### src/rtl/stoch_ctrl_pkg.sv
// Shared state encoding for the stochastic-network window controllers.
package stoch_ctrl_pkg;

    typedef enum logic [2:0] {
        ST_IDLE  = 3'd0,
        ST_INIT  = 3'd1,
        ST_CLEAR = 3'd2,
        ST_RUN   = 3'd3,
        ST_LATCH = 3'd4,
        ST_DONE  = 3'd5
    } ctrl_state_e;

    localparam int CTRL_STATE_W = 3;

endpackage

### src/rtl/win_counter.sv
// Window sample counter: cleared per window, counts enabled cycles and flags
// the cycle on which the final sample of the window is being taken.
module win_counter #(
    parameter int W = 8
) (
    input  logic         clk,
    input  logic         rst_n,
    input  logic         clear,
    input  logic         enable,
    input  logic [W-1:0] term,
    output logic         done
);

    localparam logic [W-1:0] ONE = W'(1);

    logic [W-1:0] count_q;
    logic [W-1:0] count_d;

    always_comb begin
        count_d = count_q;
        if (clear) begin
            count_d = '0;
        end else if (enable) begin
            count_d = count_q + ONE;
        end
    end

    always_ff @(posedge clk or negedge rst_n) begin
        if (!rst_n) begin
            count_q <= '0;
        end else begin
            count_q <= count_d;
        end
    end

    // term is never zero here, so term-1 is the count held during the last sample
    assign done = enable && (count_q == (term - ONE));

endmodule

### src/rtl/mean_window_ctrl.sv
// Sequencer for the stochastic mean accumulators: INIT/RESET/ENABLE/preRESET
// strobes per window, with completed-window counting and halt/pause handling.
module mean_window_ctrl
    import stoch_ctrl_pkg::*;
#(
    parameter int N_Count = 8,
    parameter int EPOCH_W = 16
) (
    input  logic               CLK,
    input  logic               RESET_N,
    input  logic               GO,
    input  logic               CONT,
    input  logic               HALT,
    input  logic               PAUSE,
    input  logic               DO_INIT,
    input  logic [N_Count-1:0] WIN_LEN,
    output logic               INIT,
    output logic               RESET,
    output logic               preRESET,
    output logic               ENABLE,
    output logic               BUSY,
    output logic               VALID,
    output logic [EPOCH_W-1:0] EPOCH
);

    localparam logic [EPOCH_W-1:0] EPOCH_ONE = EPOCH_W'(1);

    ctrl_state_e        state_q, state_d;
    logic [N_Count-1:0] len_q, len_d;
    logic               halt_q, halt_d;
    logic               armed_q, armed_d;
    logic               init_q, init_d;
    logic               clr_q, clr_d;
    logic               pre_q, pre_d;
    logic               en_q, en_d;
    logic               busy_q, busy_d;
    logic               valid_q, valid_d;
    logic [EPOCH_W-1:0] epoch_q, epoch_d;
    logic               go_ok;
    logic               win_clear;
    logic               win_done;

    // GO is only honoured once a full clock has passed in IDLE after reset
    assign go_ok     = GO && armed_q;
    assign win_clear = (state_q == ST_CLEAR);

    win_counter #(
        .W(N_Count)
    ) u_win_counter (
        .clk   (CLK),
        .rst_n (RESET_N),
        .clear (win_clear),
        .enable(en_q),
        .term  (len_q),
        .done  (win_done)
    );

    always_ff @(posedge CLK or negedge RESET_N) begin
        if (!RESET_N) begin
            state_q <= ST_IDLE;
            len_q   <= '0;
            halt_q  <= 1'b0;
            armed_q <= 1'b0;
            init_q  <= 1'b0;
            clr_q   <= 1'b0;
            pre_q   <= 1'b0;
            en_q    <= 1'b0;
            busy_q  <= 1'b0;
            valid_q <= 1'b0;
            epoch_q <= '0;
        end else begin
            state_q <= state_d;
            len_q   <= len_d;
            halt_q  <= halt_d;
            armed_q <= armed_d;
            init_q  <= init_d;
            clr_q   <= clr_d;
            pre_q   <= pre_d;
            en_q    <= en_d;
            busy_q  <= busy_d;
            valid_q <= valid_d;
            epoch_q <= epoch_d;
        end
    end

    always_comb begin
        state_d = state_q;
        len_d   = len_q;
        armed_d = 1'b1;
        case (state_q)
            ST_IDLE: begin
                if (go_ok) begin
                    state_d = DO_INIT ? ST_INIT : ST_CLEAR;
                    // a zero length means the longest window the sum can hold
                    len_d   = (WIN_LEN == '0) ? '1 : WIN_LEN;
                end
            end
            ST_INIT:  state_d = ST_CLEAR;
            ST_CLEAR: state_d = ST_RUN;
            ST_RUN: begin
                if (win_done) begin
                    state_d = ST_LATCH;
                end
            end
            ST_LATCH: state_d = ST_DONE;
            ST_DONE:  state_d = (CONT && !(halt_q || HALT)) ? ST_CLEAR : ST_IDLE;
            default:  state_d = ST_IDLE;
        endcase

        halt_d = halt_q;
        if (state_d == ST_IDLE) begin
            halt_d = 1'b0;
        end else if (HALT) begin
            halt_d = 1'b1;
        end
    end

    // Strobes are decoded from the next state so every output comes straight off a flop
    always_comb begin
        init_d  = (state_d == ST_INIT);
        clr_d   = (state_d == ST_CLEAR);
        pre_d   = (state_d == ST_LATCH);
        en_d    = (state_d == ST_RUN) && !PAUSE;
        busy_d  = (state_d != ST_IDLE);
        valid_d = (state_d == ST_DONE);
        epoch_d = valid_d ? (epoch_q + EPOCH_ONE) : epoch_q;
    end

    assign INIT     = init_q;
    assign RESET    = clr_q;
    assign preRESET = pre_q;
    assign ENABLE   = en_q;
    assign BUSY     = busy_q;
    assign VALID    = valid_q;
    assign EPOCH    = epoch_q;

endmodule

### config.mk
export PLATFORM = sky130hd
export DESIGN_NAME = mean_window_ctrl
export DESIGN_NICKNAME = d
export VERILOG_FILES = /design/src/rtl/stoch_ctrl_pkg.sv /design/src/rtl/win_counter.sv /design/src/rtl/mean_window_ctrl.sv
export SDC_FILE = /design/constraint.sdc
export NUM_CORES = 1
export LEC_CHECK = 0
export ABC_CLOCK_PERIOD_IN_PS = 4850
export BUFFER_PORTS_ARGS = -buffer_cell sky130_fd_sc_hd__buf_2
export CAP_MARGIN = 20
export CORE_UTILIZATION = 59
export CTS_CLUSTER_SIZE = 8
export DETAILED_ROUTE_END_ITERATION = 10
export PLACE_DENSITY = 0.84
export RECOVER_POWER = 25
export SKIP_LAST_GASP = 1
export SYNTH_ARGS = -nofsm -noshare
export SYNTH_HDL_FRONTEND = slang
export SYNTH_SLANG_ARGS = --single-unit
export TNS_END_PERCENT = 50
### constraint.sdc
create_clock -name CLK -period 4.85 [get_ports CLK]
set_clock_uncertainty 0.15 [all_clocks]
set_input_delay 0.485 -clock CLK [delete_from_list [all_inputs] [get_ports CLK]]
set_output_delay 0.485 -clock CLK [all_outputs]
set_load 0.1 [all_outputs]
==> flow_metrics.py, run 1 <==
metrics = {
    "worst_setup_path": {
        "crit_type": "flop to flop",
        "crit_start": "len_q[2]",
        "end_kind": "flop",
        "r2r-start": "len_q[2]",
        "arrival_ns": 2.29,
        "r2r-end": "state_q[1]",
        "reg2reg_depth": 5,
        "worstPathMaxFanout": 8,
        "start_kind": "flop",
        "r2r_slack_ns": 2.64,
        "required_ns": 4.93,
    },
    "worst_hold_path": {
        "min_to": "ENABLE",
        "hold_depth": 2,
        "min_from": "PAUSE",
        "hold_path_class": "primary input to flop",
    },
    "finish": {
        "drive_above_1_share_pct": 23.6,
        "fin_nets": 237,
        "nFillCells": 227,
        "layout.cells.non_filler": 264,
        "area_delta_synth_final_pct": 15.2,
        "final_util_pct": 73.4,
        "diodes": 0,
    },
    "die": {
        "num_rows": 20,
        "start_util_pct": 63.7,
        "io_pins": 37,
        "fp.coreArea_sq_um": 3130,
        "die_h_microns": 60.1,
        "die-area_sq_um": 3610,
        "die_w_microns": 60.1,
    },
    "run_status": {
        "outcome": "finished, violations left",
        "violations": "max-capacitance violations, max-slew violations",
    },
    "yosys": {
        "synth_xor_area_share_pct": 14.1,
        "syn-instance-count": 179,
        "avgSynthCellArea_sq_um": 11.1,
        "synth_edf_count": 0,
        "synth-simple-area-share_pct": 18.5,
        "seq_area_frac_synth_pct": 54.0,
        "synthFlopType": "dfrtp_1",
        "synthArstFlopShare_pct": 100,
        "ys_warn_count": 0,
        "synthesis.nets": 197,
        "syn-cell-area_sq_um": 1990,
        "muxShareOfSynthArea_pct": 1.07,
        "synthAdderAreaFrac_pct": 1.88,
        "synth_top_family_by_area": "simple AND/OR/NAND/NOR gates",
        "ys_ff_latch": 43,
        "yosysUniqueCellTypes": 38,
        "synth_compound_area_share_pct": 7.97,
    },
    "sta": {
        "finalSetupViolations": 0,
        "slew_headroom_pct": -45.6,
        "final.setup.tns_ns": 0,
        "finalHoldViolCount": 0,
        "fmax_mhz": 453,
        "slew_violations": 44,
        "fin_crit_ns": 2.21,
        "fin_crit_sh_pct": 45.5,
        "fin_ws_ns": 2.64,
        "worst_pin_slew_ns": 2.18,
        "rsz0062_at_grt": "false",
        "hold-worst-slack_ns": 0.125,
    },
    "clock_tree": {
        "clock-sinks": 43,
        "clock_latency_ns": 0.37,
        "cts_buffer_depth": 2,
        "root_buffer": "clkbuf_4",
        "postCtsSetupBuffers": 0,
        "cts_buffers": 5,
        "cts.htree.levels": 2,
        "cts_tree": "built",
        "cts_hold_buf": 0,
        "cts.clk_slew.worst_paths_ns": 0.14,
        "ctsResizeCount": 0,
    },
    "place": {
        "post-dp-hpwl_mm": 2.72,
        "dpl_worst_slack_ns": 2.75,
        "place_congestion": 0.778,
        "port_buffers": 36,
        "place_inst": 256,
    },
    "power": {
        "powerDensity_nw_per_um2": 339,
        "power.leakage_nw": 1.17,
        "peakVddDrop_mv": 0.229,
    },
    "grt": {
        "grt_pass1_wl_mm": 6.31,
        "grt_pass1_vias": 1429,
        "grt-ovfl-total": 0,
        "track_usage_pct": 24.0,
        "grt_max_degree": 44,
        "antenna_found_initial": 0,
    },
    "drt": {
        "drc": 0,
        "num_vias": 1441,
        "ant_nets": 0,
        "firstDrtPassIters": 4,
        "via_per_inst": 5.46,
        "routedWlPerCell_microns": 14.0,
        "drt_first_iter_violations": 88,
        "wirelength_mm": 3.69,
    },
    "flow_run": {
        "max_cap_violations": 1,
    },
}
synth_stat cells, types with 2 or more instances:
cell type,number,area [sq um]
xnor2_1,16,140
o31ai_1,2,15.0
nand2b_1,3,18.8
xor2_1,16,140
o21ai_0,2,10.0
inv_1,6,22.5
nor2_1,13,48.8
a21oi_1,5,25.0
and3_1,4,25.0
nor4_1,4,25.0
o22a_1,7,61.3
dfrtp_1,43,1080
and2_1,3,18.8
nand3_1,7,35.0
nand2_1,14,52.6
nand4_1,6,37.5
ha_1,3,37.5
nor3_1,2,10.0
or3_1,2,12.5
a31oi_1,2,12.5
nand3b_1,2,15.0
worst max-delay path by stage:
stage                 endpoint  slack [ns]
floorplan           state_q[1]        2.58
global placement    state_q[1]        2.88
detailed placement  state_q[1]        2.75
CTS                 state_q[1]        2.71
global route          EPOCH[9]        2.22
finish              state_q[1]        2.64
flip-flops by register name (all words and copies together) (netlist names):
name / flops
VALID: 1
armed_q: 1
state_q: 3
INIT: 1
u_win_counter.count_q: 8
ENABLE: 1
RESET: 1
preRESET: 1
len_q: 8
BUSY: 1
EPOCH: 16
halt_q: 1
layout make-up:
cell class	instances	area (sq um)	area share, %
Clock inverter	2	35.0	1.53
Tap cell	44	55.1	2.40
Multi-Input combinational cell	126	870	37.9
Clock buffer	6	51.3	2.23
Timing Repair Buffer	37	186	8.12
Inverter	6	22.5	0.981
Sequential cell	43	1080	46.9
cell families after synthesis:
group | after synthesis
xor+xnor | 32
flops | 43
fa+ha+maj | 3
simple gates | 66
mux | 2
buf+inv | 10
compound gates | 22
other cells | 1
layout by cell type, fill, tap and decap left out, drive strengths merged:
cell type	instances
ha	3
nand2b	3
and4	1
and2	3
mux2i	1
a31oi	2
clkbuf	7
nand4	7
nand2	14
a21oi	5
a21o	1
buf	36
dfrtp	43
xor2	16
nor2	14
nand3	7
o22a	8
o2111ai	1
mux2	1
conb	1
bufinv	1
nor3	3
nor3b	1
xnor2	16
a21boi	1
nand3b	2
o31ai	2
nor4	5
clkinv	1
o21ai	2
inv	6
or3	2
and3	4
worst max-delay path, stage by stage, from the launching register on:
cell and delay [ns]:
dfrtp_1 0.50, nor4_1 0.49, nand2_1 0.17, xnor2_1 0.16
nor4_2 0.45, o21ai_0 0.14
power breakdown:
part	internal, mW	switching (mW)
clock network	0.122	0.114
registers	0.387	0.0414
logic	0.0539	0.0605
total	0.562	0.216
metal layers:
metal  part of all wire (%)  routed length [microns]  GRT usage (%)  vias up
li1                       -                        -              -      696
met1                     43                     1600           30.0      696
met2                     50                     1850           38.3       40
met3                    5.7                      209           8.23        9
met4                    1.1                       40           8.97        0
met5                      0                        0              0        -
per-stage QoR:
stage	cell area (sq um)	power, mW
2_1_floorplan	1990	0.513
3_3_place_gp	2210	0.539
3_5_place_dp	2210	0.549
4_1_cts	2300	0.784
5_1_grt	2300	0.818
6_report	2300	0.778
No activity file was read; power rests on OpenSTA's default activity.
==> run 2, diff against run 1 <==
Settings changed: ABC_CLOCK_PERIOD_IN_PS 4850 to 1800, CORE_UTILIZATION 59 to 49, PLACE_DENSITY 0.84 to 0.75.
Clock period 4.85 ns to 1.8 ns, I/O delays scaled along.
==> run 2 against run 1 <==
Effect of this change: the flow finishes with violations (negative setup slack); critical path depth is 2 higher; sequential power grew to 2.7 times the previous value; register-to-register slack worse by 2.7 ns; die area is 20% higher; routed wire length is 19% higher; final cell count is 13% higher; via count is 9.5% higher; final area is 16% higher; global-route usage is 1.1 points lower; non-clock buffer count is 31 higher; maximum frequency is 18% higher.
==> flow_metrics.py, run 2 (synthesized netlist as in run 1, its figures left out) <==
metrics = {
    "run_status": {
        "outcome": "finished, violations left",
        "violations": "negative setup slack",
    },
    "finish": {
        "fin_nets": 268,
        "area_delta_synth_final_pct": 33.8,
        "largest_reg_flops": 16,
        "final_util_pct": 70.7,
        "layout.cells.non_filler": 299,
        "layout_common_cells": "35 x buf_2, 29 x dfrtp_1, 20 x buf_4, 16 x xnor2_1, 15 x xor2_1",
        "multi_input_area_sq_um": 933,
        "nFillCells": 268,
        "final_area_sq_um": 2670,
        "final_common_cell": "buf_2",
        "diodes": 0,
        "drive_above_1_share_pct": 37.8,
        "seq_area_sq_um": 1110,
    },
    "clock_tree": {
        "cts.htree.levels": 2,
        "cts_tree": "built",
        "cts.clk_slew.worst_paths_ns": 0.08,
        "clock-sinks": 43,
        "root_buffer": "clkbuf_8",
        "cts_buffer_depth": 2,
        "cts_buffers": 5,
        "clock_latency_ns": 0.29,
    },
    "sta": {
        "fin_crit_sh_pct": 104,
        "rsz0062_at_grt": "true",
        "final.setup.tns_ns": -0.255,
        "finalSetupViolations": 5,
        "finalHoldViolCount": 0,
        "slew_headroom_pct": 52.2,
        "fmax_mhz": 534,
        "fin_crit_ns": 1.87,
        "hold-worst-slack_ns": 0.0184,
        "worst_pin_slew_ns": 0.717,
        "fin_ws_ns": -0.0712,
        "slew_violations": 0,
    },
    "grt": {
        "antenna_found_initial": 0,
        "grt_max_degree": 30,
        "track_usage_pct": 22.9,
        "grt_pass1_vias": 1512,
        "grt-ovfl-total": 0,
        "grt_pass1_wl_mm": 7.22,
    },
    "die": {
        "fp.coreArea_sq_um": 3770,
        "num_rows": 22,
        "start_util_pct": 52.9,
        "die_h_microns": 65.8,
        "die_w_microns": 65.8,
        "io_pins": 37,
        "die-area_sq_um": 4330,
    },
    "drt": {
        "dr.max_layer_used": "met4",
        "met3RoutedLength_microns": 128,
        "via_per_inst": 5.28,
        "num_vias": 1578,
        "drc": 0,
        "firstDrtPassIters": 4,
        "drt_first_iter_violations": 40,
        "wl_met2_mm": 2.21,
        "wl_met1_mm": 2.01,
        "ant_nets": 0,
        "routedWlPerCell_microns": 14.7,
        "wirelength_mm": 4.41,
    },
    "worst_hold_path": {
        "hold_path_class": "primary input to flop",
    },
    "place": {
        "post-dp-hpwl_mm": 3.01,
        "place_inst": 276,
        "place_congestion": 0.800,
        "port_buffers": 36,
        "dpl_cell_area_sq_um": 2380,
    },
    "power": {
        "power.leakage_nw": 1.31,
        "peakVddDrop_mv": 0.652,
        "powerDensity_nw_per_um2": 805,
    },
    "worst_setup_path": {
        "end_kind": "flop",
        "start_kind": "flop",
        "arrival_ns": 1.89,
        "crit_type": "flop to flop",
        "required_ns": 1.82,
        "worstPathMaxFanout": 5,
    },
    "flow_run": {
        "max_cap_violations": 0,
    },
}
-- run 2: routing by layer --
metal  vias to the layer above  track usage, %
met4                         0            8.97
met2                        28            36.0
met5                         -               0
li1                        763               -
met1                       780            30.1
met3                         7            6.21
-- run 2: power by group --
part | leakage [nW] | internal, mW | switching [mW] | total [mW]
Sequential | 0.539 | 1.04 | 0.117 | 1.16
Clock | 0.0402 | 0.270 | 0.343 | 0.613
Combinational | 0.731 | 0.191 | 0.186 | 0.376
-- run 2: metrics by stage --
step / setup slack [ns] / power (mW)
floorplan: 0.00293 / 1.38
global placement: 0.0341 / 1.48
detailed placement: -0.0599 / 1.50
CTS: -0.0127 / 2.13
global route: -0.146 / 2.28
finish: -0.0712 / 2.15
-- run 2: what timing repair did --
item / 4_1_cts / 5_1_grt
setup endpoints to repair: 5 / 9
hold buffers: 11 / 0
gates resized for setup: 4 / 9
setup buffers: 1 / 3
pin swaps: 2 / 5
hold endpoints to repair: 37 / 0
-- run 2: final timing paths --
kind / depth (start not counted) / endpoint / from / slack (ns)
min in group asynchronous: 2 / EPOCH[7] / RESET_N / 0.32
worst min-delay path: 3 / halt_q / HALT / 0.02
worst min register to register: 1 / EPOCH[11] / EPOCH[11] / 0.33
worst max register to register: 7 / state_q[1] / len_q[3] / -0.07
worst max-delay path: 7 / state_q[1] / len_q[3] / -0.07
max in group asynchronous: 3 / len_q[2] / RESET_N / 0.52
-- run 2: cell type report --
type | count | area share (%)
tap | 48 | 2.25
clock inverter | 3 | 0.750
multi-input combinational | 126 | 35.0
inverter | 6 | 0.844
clock buffer | 5 | 2.58
sequential | 43 | 41.7
timing repair buffer | 68 | 16.9
-- run 2: critical path: stages, from the launching register on --
cell	delay, ns
dfrtp_1	0.39
buf_4	0.17
xor2_1	0.15
xnor2_1	0.23
o2111ai_2	0.14
nor4_2	0.27
buf_4	0.17
o21ai_1	0.06
==> run 3, diff against run 2 <==
==> constraint.sdc (replaced) <==
create_clock -name CLK -period 1.8 [get_ports CLK]
set_clock_uncertainty 0.15 [all_clocks]
set_input_delay 0.54 -clock CLK [delete_from_list [all_inputs] [get_ports CLK]]
set_output_delay 0.54 -clock CLK [all_outputs]
set_load 0.1 [all_outputs]
==> run 3 against run 2 <==
Effect of this change: the flow still finishes with violations (negative setup slack); sequential power about the same; clock power increased by 9.3%; combinational power increased by 16%; critical path depth increased by 1; power increased by 5.7%; highest routed layer unchanged.
==> flow_metrics.py, run 3 (synthesized netlist as in run 1, its figures left out) <==
metrics = {
    "grt": {
        "grtUsageMet3_pct": 6.21,
        "global_route.usage.met2_pct": 32.8,
        "grt-ovfl-total": 0,
        "grt_max_degree": 44,
        "antenna_found_initial": 0,
        "busiest_layer": "met2",
        "grt_pass1_vias": 1440,
        "grt_pass1_wl_mm": 6.81,
        "track_usage_pct": 21.4,
        "grt_use_met1_pct": 29.5,
    },
    "drt": {
        "drt_first_iter_violations": 84,
        "drc": 0,
        "ant_nets": 0,
        "num_vias": 1517,
        "via_per_inst": 5.36,
        "firstDrtPassIters": 4,
        "routedWlPerCell_microns": 14.8,
        "wirelength_mm": 4.20,
    },
    "place": {
        "place_congestion": 0.802,
        "port_buffers": 36,
        "place_inst": 273,
        "dpl_cell_area_sq_um": 2590,
        "post-dp-hpwl_mm": 2.85,
    },
    "die": {
        "io_pins": 37,
        "fp.coreArea_sq_um": 3770,
        "num_rows": 22,
        "start_util_pct": 52.9,
        "die_w_microns": 65.8,
        "die-area_sq_um": 4330,
        "die_h_microns": 65.8,
    },
    "worst_setup_path": {
        "end_kind": "flop",
        "arrival_ns": 1.87,
        "reg2reg_depth": 8,
        "worstPathMaxFanout": 5,
        "start_kind": "flop",
        "crit_slowest_cell": "dfrtp_1",
        "max_stage_delay_ns": 0.39,
        "crit_family": "compound AO/OA/AOI/OAI gates",
        "crit_cells": 8,
        "required_ns": 1.82,
        "crit_type": "flop to flop",
        "crit_chain": "inv_2, ha_4, nand2_4, o31ai_4, o31ai_2, nor4_2, buf_4, o21ai_0",
        "crit_buf_inv": 2,
    },
    "sta": {
        "rsz0062_at_grt": "true",
        "finalSetupViolations": 6,
        "finalHoldViolCount": 0,
        "fin_crit_ns": 1.86,
        "fmax_mhz": 538,
        "slew_violations": 0,
        "slew_headroom_pct": 30.8,
        "fin_crit_sh_pct": 103,
        "fin_ws_ns": -0.0578,
        "worst_pin_slew_ns": 1.04,
    },
    "finish": {
        "fin_nets": 252,
        "layout.cells.non_filler": 283,
        "nFillCells": 243,
        "layout_common_cells": "30 x dfrtp_1, 21 x buf_2, 15 x xnor2_1, 15 x buf_12, 14 x xor2_1",
        "final_area_sq_um": 2810,
        "largest_reg_flops": 16,
        "diodes": 0,
        "final_common_cell": "dfrtp_1",
        "final_util_pct": 74.6,
        "area_delta_synth_final_pct": 41.2,
        "drive_above_1_share_pct": 40.9,
    },
    "clock_tree": {
        "cts_buffer_depth": 2,
        "cts.htree.levels": 2,
        "cts.clk_slew.worst_paths_ns": 0.08,
        "clock-sinks": 43,
        "cts_hold_buf": 0,
        "cts_buffers": 5,
        "cts_tree": "built",
        "root_buffer": "clkbuf_8",
        "clock_latency_ns": 0.29,
    },
    "power": {
        "power.leakage_nw": 1.30,
        "peakVddDrop_mv": 0.533,
        "powerDensity_nw_per_um2": 807,
    },
    "run_status": {
        "violations": "negative setup slack",
        "outcome": "finished, violations left",
    },
    "flow_run": {
        "max_cap_violations": 0,
    },
    "worst_hold_path": {
        "hold_path_class": "primary input to flop",
        "hold_depth": 2,
    },
}
## run 3: final cells by class
type                    instances  area [sq um]  share of cell area [%]
clock buffers                   8           100                    3.56
inverters                       6          22.5                   0.800
multi-input cells             126           991                    35.2
flip-flops and latches         43          1110                    39.4
well taps                      48          60.1                    2.13
repair buffers                 52           531                    18.9
## run 3: worst register-to-register path: cells and delay by family (launching register included)
family | cells | cell delay [ns]
buffers and inverters | 2 | 0.25
flip-flops | 1 | 0.39
AO/OA/AOI/OAI | 3 | 0.41
AND/OR/NAND/NOR | 2 | 0.34
adder cells (fa/ha/maj) | 1 | 0.17
## run 3: layer usage
layer  part of all wire (%)  wire (microns)
met1                     45            1900
met2                     49            2050
met3                    4.4             185
met4                    1.5              63
met5                      0               0
## run 3: metrics by stage
| step | TNS [ns] | setup WS (ns) | power, mW | hold WS, ns |
|---|---|---|---|---|
| detailed placement | -0.276 | -0.0954 | 1.51 | 0.322 |
| CTS | -0.0211 | -0.0113 | 2.21 | 0.0637 |
| finish | -0.193 | -0.0578 | 2.27 | 0.267 |
| floorplan | 0 | 0.00293 | 1.38 | 0.0944 |
| global placement | 0 | 0.0400 | 1.49 | 0.313 |
| global route | -0.829 | -0.159 | 2.37 | 0.249 |
## run 3: power by group
part / internal, mW / total (mW) / switching, mW
clock: 0.350 / 0.670 / 0.320
combinational: 0.212 / 0.435 / 0.223
sequential: 1.04 / 1.16 / 0.123
## run 3: worst paths after layout
kind,to,startpoint,slack [ns]
max,state_q[1],len_q[1],-0.06
max in group asynchronous,EPOCH[0],RESET_N,0.39
max reg2reg,state_q[1],len_q[1],-0.06
min reg2reg,EPOCH[15],EPOCH[15],0.34
min,ENABLE,PAUSE,0.27
min in group asynchronous,state_q[1],RESET_N,0.36
## run 3: what timing repair did
item | in CTS | in global routing
hold endpoints to repair | 0 | 0
pin swaps | 0 | 4
resized for setup | 7 | 16
endpoints found under the setup margin | 7 | 10
setup buffers | 0 | 2
